--- src/rtl/aes_scoreboard_if.sv ---
// Expected/actual result channels between the AES bench components and the scoreboard.
// exp: a transfer happens on a rising clk edge where exp_valid && exp_ready; act has no ready
// and is consumed in every cycle where act_valid is high.
interface aes_scoreboard_if #(
    parameter int DW = 128,
    parameter int TW = 4
);
    logic          exp_valid;
    logic          exp_ready;
    logic [DW-1:0] exp_data;
    logic [TW-1:0] exp_tag;
    logic          act_valid;
    logic [DW-1:0] act_data;
    logic [TW-1:0] act_tag;
    logic [DW-1:0] cmp_mask;

    modport master (
        output exp_valid, exp_data, exp_tag, act_valid, act_data, act_tag, cmp_mask,
        input  exp_ready
    );

    modport slave (
        input  exp_valid, exp_data, exp_tag, act_valid, act_data, act_tag, cmp_mask,
        output exp_ready
    );
endinterface

--- src/rtl/aes_scoreboard.sv ---
// In-order scoreboard: queues expected results, compares each actual result against the head,
// and keeps saturating pass/fail counters, first-mismatch capture, underflow and timeout flags.
module aes_scoreboard #(
    parameter int DW      = 128,
    parameter int TW      = 4,
    parameter int DEPTH   = 8,
    parameter int TIMEOUT = 1024,
    parameter int CW      = 32
) (
    input  logic                     clk,
    input  logic                     rst_n,
    input  logic                     clear,
    aes_scoreboard_if.slave          sb,
    output logic [CW-1:0]            pass_cnt,
    output logic [CW-1:0]            fail_cnt,
    output logic [$clog2(DEPTH):0]   pending,
    output logic                     fail_seen,
    output logic [DW-1:0]            fail_exp,
    output logic [DW-1:0]            fail_act,
    output logic [CW-1:0]            fail_idx,
    output logic                     underflow,
    output logic                     timeout,
    output logic                     idle
);
    localparam int AW  = $clog2(DEPTH);
    localparam int PW  = AW + 1;
    localparam int WCW = (TIMEOUT > 0) ? $clog2(TIMEOUT + 1) : 1;
    localparam logic [WCW-1:0] WAIT_MAX = WCW'(TIMEOUT);

    logic [DW-1:0]  mem_data [DEPTH];
    logic [TW-1:0]  mem_tag  [DEPTH];
    logic [AW-1:0]  wr_ptr;
    logic [AW-1:0]  rd_ptr;
    logic [PW-1:0]  count;
    logic [WCW-1:0] wait_cnt;

    logic          full;
    logic          empty;
    logic          push;
    logic          pop;
    logic          match;
    logic [DW-1:0] head_data;
    logic [TW-1:0] head_tag;

    function automatic logic [CW-1:0] sat_inc(input logic [CW-1:0] v);
        return (&v) ? v : v + CW'(1);
    endfunction

    assign full      = (count == PW'(DEPTH));
    assign empty     = (count == '0);
    // A pop in the same cycle does not free a slot: ready looks at full only.
    assign push      = sb.exp_valid && !full;
    assign pop       = sb.act_valid && !empty;
    assign head_data = mem_data[rd_ptr];
    assign head_tag  = mem_tag[rd_ptr];
    assign match     = (((sb.act_data ^ head_data) & sb.cmp_mask) == '0) && (sb.act_tag == head_tag);

    assign sb.exp_ready = !full;
    assign pending      = count;
    assign idle         = empty && !fail_seen && !underflow && !timeout;

    always_ff @(posedge clk) begin
        if (push && rst_n && !clear) begin
            mem_data[wr_ptr] <= sb.exp_data;
            mem_tag[wr_ptr]  <= sb.exp_tag;
        end
    end

    always_ff @(posedge clk) begin
        if (!rst_n || clear) begin
            wr_ptr    <= '0;
            rd_ptr    <= '0;
            count     <= '0;
            wait_cnt  <= '0;
            pass_cnt  <= '0;
            fail_cnt  <= '0;
            fail_seen <= 1'b0;
            fail_exp  <= '0;
            fail_act  <= '0;
            fail_idx  <= '0;
            underflow <= 1'b0;
            timeout   <= 1'b0;
        end else begin
            if (push) wr_ptr <= wr_ptr + AW'(1);
            if (pop)  rd_ptr <= rd_ptr + AW'(1);

            case ({push, pop})
                2'b10:   count <= count + PW'(1);
                2'b01:   count <= count - PW'(1);
                default: count <= count;
            endcase

            if (pop) begin
                if (match) begin
                    pass_cnt <= sat_inc(pass_cnt);
                end else begin
                    fail_cnt <= sat_inc(fail_cnt);
                    if (!fail_seen) begin
                        fail_seen <= 1'b1;
                        fail_exp  <= head_data;
                        fail_act  <= sb.act_data;
                        fail_idx  <= pass_cnt + fail_cnt;
                    end
                end
            end

            if (sb.act_valid && empty) underflow <= 1'b1;

            // wait_cnt parks at TIMEOUT; the flag is sticky so further counting is pointless.
            if (pop || empty)
                wait_cnt <= '0;
            else if (wait_cnt != WAIT_MAX)
                wait_cnt <= wait_cnt + WCW'(1);

            if ((TIMEOUT != 0) && !empty && (wait_cnt == WAIT_MAX)) timeout <= 1'b1;
        end
    end
endmodule

--- src/flat_wrapper.sv ---
// flat-port wrapper written by rule: the top's interface ports become plain ports
module aes_scoreboard_flat 
#(
    parameter int DW      = 128,
    parameter int TW      = 4,
    parameter int DEPTH   = 8,
    parameter int TIMEOUT = 1024,
    parameter int CW      = 32
)
  (clk, rst_n, clear, pass_cnt, fail_cnt, pending, fail_seen, fail_exp, fail_act, fail_idx, underflow, timeout, idle, sb_exp_valid, sb_exp_data, sb_exp_tag, sb_act_valid, sb_act_data, sb_act_tag, sb_cmp_mask, sb_exp_ready);
  aes_scoreboard_if #(.DW(DW), .TW(TW)) sb_i ();
  input  logic clk;
  input  logic rst_n;
  input  logic clear;
  output logic [CW-1:0] pass_cnt;
  output logic [CW-1:0] fail_cnt;
  output logic [$clog2(DEPTH):0] pending;
  output logic fail_seen;
  output logic [DW-1:0] fail_exp;
  output logic [DW-1:0] fail_act;
  output logic [CW-1:0] fail_idx;
  output logic underflow;
  output logic timeout;
  output logic idle;
  input wire logic [$bits(sb_i.exp_valid)-1:0] sb_exp_valid;
  input wire logic [$bits(sb_i.exp_data)-1:0] sb_exp_data;
  input wire logic [$bits(sb_i.exp_tag)-1:0] sb_exp_tag;
  input wire logic [$bits(sb_i.act_valid)-1:0] sb_act_valid;
  input wire logic [$bits(sb_i.act_data)-1:0] sb_act_data;
  input wire logic [$bits(sb_i.act_tag)-1:0] sb_act_tag;
  input wire logic [$bits(sb_i.cmp_mask)-1:0] sb_cmp_mask;
  output wire logic [$bits(sb_i.exp_ready)-1:0] sb_exp_ready;
  assign sb_i.exp_valid = sb_exp_valid;
  assign sb_i.exp_data = sb_exp_data;
  assign sb_i.exp_tag = sb_exp_tag;
  assign sb_i.act_valid = sb_act_valid;
  assign sb_i.act_data = sb_act_data;
  assign sb_i.act_tag = sb_act_tag;
  assign sb_i.cmp_mask = sb_cmp_mask;
  assign sb_exp_ready = sb_i.exp_ready;
  aes_scoreboard #(.DW(DW), .TW(TW), .DEPTH(DEPTH), .TIMEOUT(TIMEOUT), .CW(CW)) u_core (.clk(clk), .rst_n(rst_n), .clear(clear), .sb(sb_i), .pass_cnt(pass_cnt), .fail_cnt(fail_cnt), .pending(pending), .fail_seen(fail_seen), .fail_exp(fail_exp), .fail_act(fail_act), .fail_idx(fail_idx), .underflow(underflow), .timeout(timeout), .idle(idle));
endmodule
--- config.mk ---
export PLATFORM = sky130hd
export DESIGN_NAME = aes_scoreboard_flat
export DESIGN_NICKNAME = d
export VERILOG_FILES = /design/src/rtl/aes_scoreboard_if.sv /design/src/rtl/aes_scoreboard.sv /design/src/flat_wrapper.sv
export SDC_FILE = /design/constraint.sdc
export NUM_CORES = 2
export LEC_CHECK = 0
export CORE_MARGIN = 10
export CORE_UTILIZATION = 40
export CTS_BUF_LIST = sky130_fd_sc_hd__clkbuf_8
export DETAILED_ROUTE_END_ITERATION = 10
export MAX_ROUTING_LAYER = met4
export PLACE_DENSITY = 0.66
export SYNTH_ARGS = -nofsm -noshare
export SYNTH_HDL_FRONTEND = slang
export SYNTH_SLANG_ARGS = --single-unit
--- constraint.sdc ---
create_clock -name clk -period 17.7 [get_ports clk]
set_input_delay 3.54 -clock clk [delete_from_list [all_inputs] [get_ports clk]]
set_output_delay 3.54 -clock clk [all_outputs]
set_load 0.05 [all_outputs]
# [Yosys cells after proc, flatten, opt, wreduce, memory -nomap -nowiden]
# Memory sizes are Yosys's and may differ from the RTL's. A register that Yosys moved wholly into a read port is not among the register bits.
# Cells that the tools add are included.
[totals] mem_bits_rw=1056 reg_bits=376 wordCells=70 in_bits=397 output_inout_bits=361 memories=2
[op_classes] eq_ne=6 n_addsub=8 bitwise_logic=6 n_reduce_logical=29 n_mux=7
[mem_list] memory="u_core.mem_data" depth=8 word_bits=128 rd=1 rd_clocked_by_memory_dff=1 wr=1 line="aes_scoreboard.sv:30" rtl="logic [DW-1:0] mem_data [DEPTH];"
[mem_list] memory="u_core.mem_tag" depth=8 word_bits=4 rd=1 rd_clocked_by_memory_dff=1 wr=1 line="aes_scoreboard.sv:31" rtl="logic [TW-1:0] mem_tag [DEPTH];"
[ops] cell="$and 128x128->128" count=1
[ops] cell="$logic_not 128->1" count=1
[ops] cell="$xor 128x128->128" count=1
[ops] cell="$add 32x1->32 const B" count=2
[ops] cell="$reduce_and 32->1" count=2
[ops] cell="$add 32x32->32" count=1
[ops] cell="$mux 3" count=4
[ops] cell="$add 11x1->11 const B" count=1
[ops] cell="$eq 11x11->1 const B" count=1
[ops] cell="$ne 11x11->1 const B" count=1
[ops] cell="$logic_and 1x1->1" count=10
[ops] cell="$reduce_and 3->1" count=3
[ops] cell="$pmux 4 s2" count=1
[ops] cell="$logic_not 1->1" count=7
[ops] cell="$add 3x1->3 const B" count=2
[ops] cell="$add 4x1->4 const B" count=1
[ops] cell="$eq 4x4->1" count=1
[ops] cell="$eq 4x4->1 const B" count=1
[ops] cell="$logic_not 4->1" count=1
[ops] cell="$not 1->1" count=4
[ops] cell="$sub 4x1->4 const B" count=1
[ops] cell="$eq 2x1->1 const B" count=1
[ops] cell="$eq 2x2->1 const B" count=1
[ops] cell="$logic_or 1x1->1" count=2
[ops] cell="other kinds (4)" count=5

# [Logic depth before layout (Yosys ltp)]
[depth] ltp_word=7 ltp_mapped=18 depth_no_buf=13

# [Worst setup path after synthesis]
# OpenSTA, ideal clock, no wires.
[synth_timing] path_kind="input -> register" from="input port rst_n" to="memory u_core.mem_data[2][0] (enable)" n_path_buf=2 arrival_ns=13.259 setup_slack_ns=3.656 cell_stages=5 setup_ns=0.785 required_time_ns=16.915 cell_sequence="nor2b_1 clkbuf_1 clkbuf_1 nand4_1 nor3_1"
[synth_between] elab_chain_cells=4
[synth_lines] item="start, declared" line="flat_wrapper.sv:13" rtl="input logic rst_n;"
[synth_lines] item="$logic_and 1x1->1 (2 in a row)" line="aes_scoreboard.sv:63" rtl="if (push && rst_n && !clear) begin"
[synth_lines] item="$mux 1" line="aes_scoreboard.sv:63"
[synth_lines] item="$mux 1 (not written as such)" line="aes_scoreboard.sv:64" rtl="mem_data[wr_ptr] <= sb.exp_data;"
[synth_lines] item="end, declared" line="aes_scoreboard.sv:30"
# Every way passes these cells.

# [Worst setup path after layout]
[layout_timing] from="input port sb_act_data[67]" to="register u_core.fail_idx[17]"
[layout_between] elab_chain_cells=6
[layout_lines] item="start, declared" line="flat_wrapper.sv:29" rtl="input wire logic [$bits(sb_i.act_data)-1:0] sb_act_data;"
[layout_lines] item="$xor 128x128->128" line="aes_scoreboard.sv:56" rtl="assign match = (((sb.act_data ^ head_data) & sb.cmp_mask) == '0) && (sb.act_tag == head_tag);"
[layout_lines] item="$and 128x128->128" line="aes_scoreboard.sv:56"
[layout_lines] item="$logic_not 128->1" line="aes_scoreboard.sv:56"
[layout_lines] item="$logic_and 1x1->1" line="aes_scoreboard.sv:56"
[layout_lines] item="$not 1->1 (no source line)"
[layout_lines] item="$reduce_and 3->1 (no source line)"
[layout_lines] item="end signal, assigned" line="aes_scoreboard.sv:102" rtl="fail_idx <= pass_cnt + fail_cnt;"
[layout_lines] item="end, declared" line="aes_scoreboard.sv:20" rtl="output logic [CW-1:0] fail_idx,"
# Every way passes these cells.
# A chain may end at the register's enable or synchronous reset.

==> results <==
- The run finished, with violations left.
- The final reports fail on max-slew violations.
- The total number of clock tree sinks is 1435.
- The CTS tree is built.
- Clock skew on the completed layout was measured at 0.07346 ns.
- Leaving out fill and tap cells, the most frequent cell in the layout is edfxtp_1.
- Together, buffers and inverters on the worst path number 3.
- Of the post-synthesis cell area, the dominant cell type holds 0.5408.
- The area overhead of the layout relative to synthesis is 24.50%.
- The post-cts resize count is 0.
- The wire length per cell is 34.16 um.
- The total routing resource utilization after global routing is 0.2929.
- The buffer type at the clock tree root is clkbuf_8.
- The type of the tightest min-delay check is flip-flop to flip-flop.
- The non-filler instance count after layout is 7022.
- Of the available clock period, the critical path in the final layout requires 0.5292.
- The final count of negative-setup-slack endpoints is 0.
- The critical path is of the input port to flip-flop type.
- The largest net degree at the start of global routing is 169.
- Setup repair after global routing left no endpoint under its margin.
- Based on the critical path, the design can be clocked at up to between 100 and 150 MHz.
- The data arrival time at the worst-slack endpoint is a little over 10 ns.
- The starting density of the core is 0.4024.
- The number of hold buffers added after cts is 0.
- The detailed placement HPWL is 167.6 mm.
- The data required time at the worst endpoint is 18.49 ns.
- The signal on the critical path passes through clkdlybuf4s50_1, xnor2_1, a22oi_1, nand4_1, nor4_1, and4_4, buf_4, buf_4, a2111oi_0, o21bai_1.
- In this run the core area contains 140 standard-cell rows.
- The count of warnings emitted by yosys is 0.
- Using the TritonRoute via totals, the vias-per-cell ratio works out to 5.885.
- In this run the tool buffered the top-level ports with 757 buffer cells.
- The endpoint kind of the worst setup timing path is a flip-flop.
- In this run the remaining antenna-violating nets after routing total 0.
- The count of final hold-check violations is 0.
- The final routed DRC violation total is 0.
- Of the cells placed in the final design, the portion with a size suffix greater than 1 is 0.1338.
- The worst setup path is launched from an input port.
- The horizontal die dimension is 402.9 um.
- The cell repeated most along the worst path is buf_4.
- The max-capacitance violation count is 0.
- The transition at the pin with the smallest max-transition slack is about 1.5 ns.
- For the finished layout, the period the worst path requires is 9.368 ns.
- The die area is approximately 160000 um^2.
- The first global-routing pass estimated 324.4 mm of wire.
- The master of the slowest instance on the critical path is and4_4.
- The power density of the placed cells is 96.35 nW/um^2.
- The setup TNS is 0 ns.
- The total area inside the core boundary comes to 145700 um^2.
- Among cell families on the critical path, the largest total delay comes from buffers and inverters.
- Final hold analysis gives a worst-case slack of 0.4556 ns.
- Clock-pin slew was measured on the worst setup and hold paths at 0.06 ns.
- The die extent in y is 402.9 um.
- 758 I/O pins were placed.
- Counting flops and latches in the post-synthesis netlist gives 1435.
- The clock passes through at most 3 buffers.
- After detailed routing, the total wire length is 239.8 mm.
- The number of placed instances with taps included is 6516.
- The final max-slew violation count is 2.
- In this run the cell area of the synthesized design comes to 58640 um^2.
- Clock latency on the worst-skew pair, taken at its later pin, is 1.00 ns.
- Summed over all cells, the static leakage comes to 23.62 nW.
- The dominant synthesized flop cell is edfxtp_1.
- VDD sags by at most 71.35 uV.
- The detailed router placed 41322 vias in this run.
- Ranked by total cell area, the synthesized netlist is headed by edfxtp_1 (54%), dfxtp_1 (13%), mux4_2 (5.2%).
- The global placer's final weighted congestion is between 0.9 and 1.
- Synthesis instantiated 72 different standard cells from the library.
- The cell type with the largest total area after synthesis is edfxtp_1.
- The initial detailed-routing violation count is 4690.
- The number of buffers inserted during clock tree synthesis is between 200 and 250.
- The via count of the first global-routing pass is 39859.
- The count of buffers added by post-CTS timing repair for setup is 0.
- The final-stage net count is 5270.
- The share of the Yosys chip area taken by registers is 0.6702.
- The relative max-transition margin is -0.03320.
- On the worst path, the slowest cell contributes a delay of 1.05 ns.
- The total overflow left after global routing is 0.
- The H-tree depth reported by CTS is 4.
- Measured on the finished design, the core utilization comes to 0.5009.
- The number of enable-type register cells in the synthesized netlist is between 1000 and 1500.
- Before antenna repair, the detailed router went through 5 iterations.
- Of all nets on the critical path, the largest fanout is 95.
- The number of nets in the synthesized netlist is 4487.
- In the synthesized netlist, the number of instances is a little over 4000.
- The post-layout total power is 0.007034 W.
- The number of antenna violations at the first check in global routing is 94.
- The average instance area after synthesis is ~14 um^2.
- After synthesis, the share of flip-flops with an asynchronous set or reset is 0.
- The top cell types in the final layout, fill and taps aside, are edfxtp_1 (1056), clkdlybuf4s50_1 (757), dfxtp_1 (376), a21oi_1 (290), clkbuf_8 (261).
[path summary, 6_finish.rpt]
path                                         start                               end  slack [ns]  cells past startpoint
setup reg to reg                         flip-flop  u_core.fail_idx[17]$_SDFFE_PP0P_        8.50                     13
setup / recovery                   sb_act_data[67]  u_core.fail_idx[17]$_SDFFE_PP0P_        8.33                     10
hold / removal    u_core.fail_idx[17]$_SDFFE_PP0P_  u_core.fail_idx[17]$_SDFFE_PP0P_        0.46                      2
hold reg to reg   u_core.fail_idx[17]$_SDFFE_PP0P_  u_core.fail_idx[17]$_SDFFE_PP0P_        0.46                      2
[cell type report]
class                   instances  area, um^2
clock buffers                 261        3592
multi-input cells            2304       18090
flip-flops and latches       1435       39310
clock inverters               178        1132
repair buffers                821        8168
diodes                         67       167.7
fillers                     12606       72730
well taps                    1917        2399
inverters                      39       147.6
[worst reg2reg max path: stages, from the launching register on]
cell	delay, ns
dfxtp_4	0.75
buf_4	0.87
buf_4	0.92
mux2_2	0.49
o221ai_1	0.46
xnor2_1	0.23
a22oi_1	0.80
nand4_1	0.28
nor4_1	0.88
and4_4	1.05
buf_4	1.00
buf_4	0.91
a2111oi_0	0.22
o21bai_1	0.20
[cell usage after synthesis, drive strengths merged, types with 39 or more instances]
cell type and count:
a211oi 67, a21oi 290, a22oi 58, buf 105, clkbuf 165, dfxtp 379
edfxtp 1056, ha 40, inv 39, mux2 122, mux2i 251, mux4 135
nand2 165, nand2b 57, nand3 207, nor2 87, o21ai 251, o22ai 40
or4 48, xnor2 110, xor2 43
[per-layer routing]
metal	routed length (um)	up-vias	part of all wire	track usage
met3	25020	451	0.10	0.08859
met4	12720	0	0.053	0.1463
met1	90280	21008	0.38	0.3501
met2	111800	2357	0.47	0.4496
li1	-	17506	-	-
met5	0	-	0	-
[metrics by stage]
| step | area (um^2) | worst slack, ns |
|---|---|---|
| 2_1_floorplan | 58640 | 3.656 |
| 3_3_place_gp | 68110 | 7.409 |
| 3_5_place_dp | 68110 | 7.367 |
| 4_1_cts | 72840 | 8.385 |
| 5_1_grt | 72980 | 8.236 |
| 6_report | 73010 | 8.332 |
[where the power goes]
group	internal (W)	leakage, nW	switching (W)	total (W)
logic	0.000168	8.33	0.000317	0.000485
clock network	0.00151	2.72	0.00140	0.00291
registers	0.00363	12.6	0.0000122	0.00364
[kinds of logic (layout without fill, tap and decap cells)]
family | count (synthesis) | after routing | synth area share
buffers and inverters | 309 | 1299 | 0.02383
DFF | 1435 | 1435 | 0.6702
and+or+nand+nor | 725 | 725 | 0.06439
other | 0 | 67 | 0
AOI/OAI and AO/OA | 876 | 876 | 0.09143
adders and majority gates | 42 | 42 | 0.009218
muxes | 508 | 508 | 0.1181
xor gates and xnor gates | 153 | 153 | 0.02285
[registers in the layout (all words and copies together), names as in the netlist, 3 cells and up, named ones only]
register / count
u_core.pending: 4
u_core.rd_ptr: 3
u_core.pass_cnt: 32
u_core.mem_data: 1024
u_core.fail_idx: 32
u_core.fail_act: 128
u_core.mem_tag: 32
u_core.fail_exp: 128
u_core.fail_cnt: 32
u_core.wr_ptr: 3
u_core.wait_cnt: 11
No activity file was read; power rests on OpenSTA's default activity.
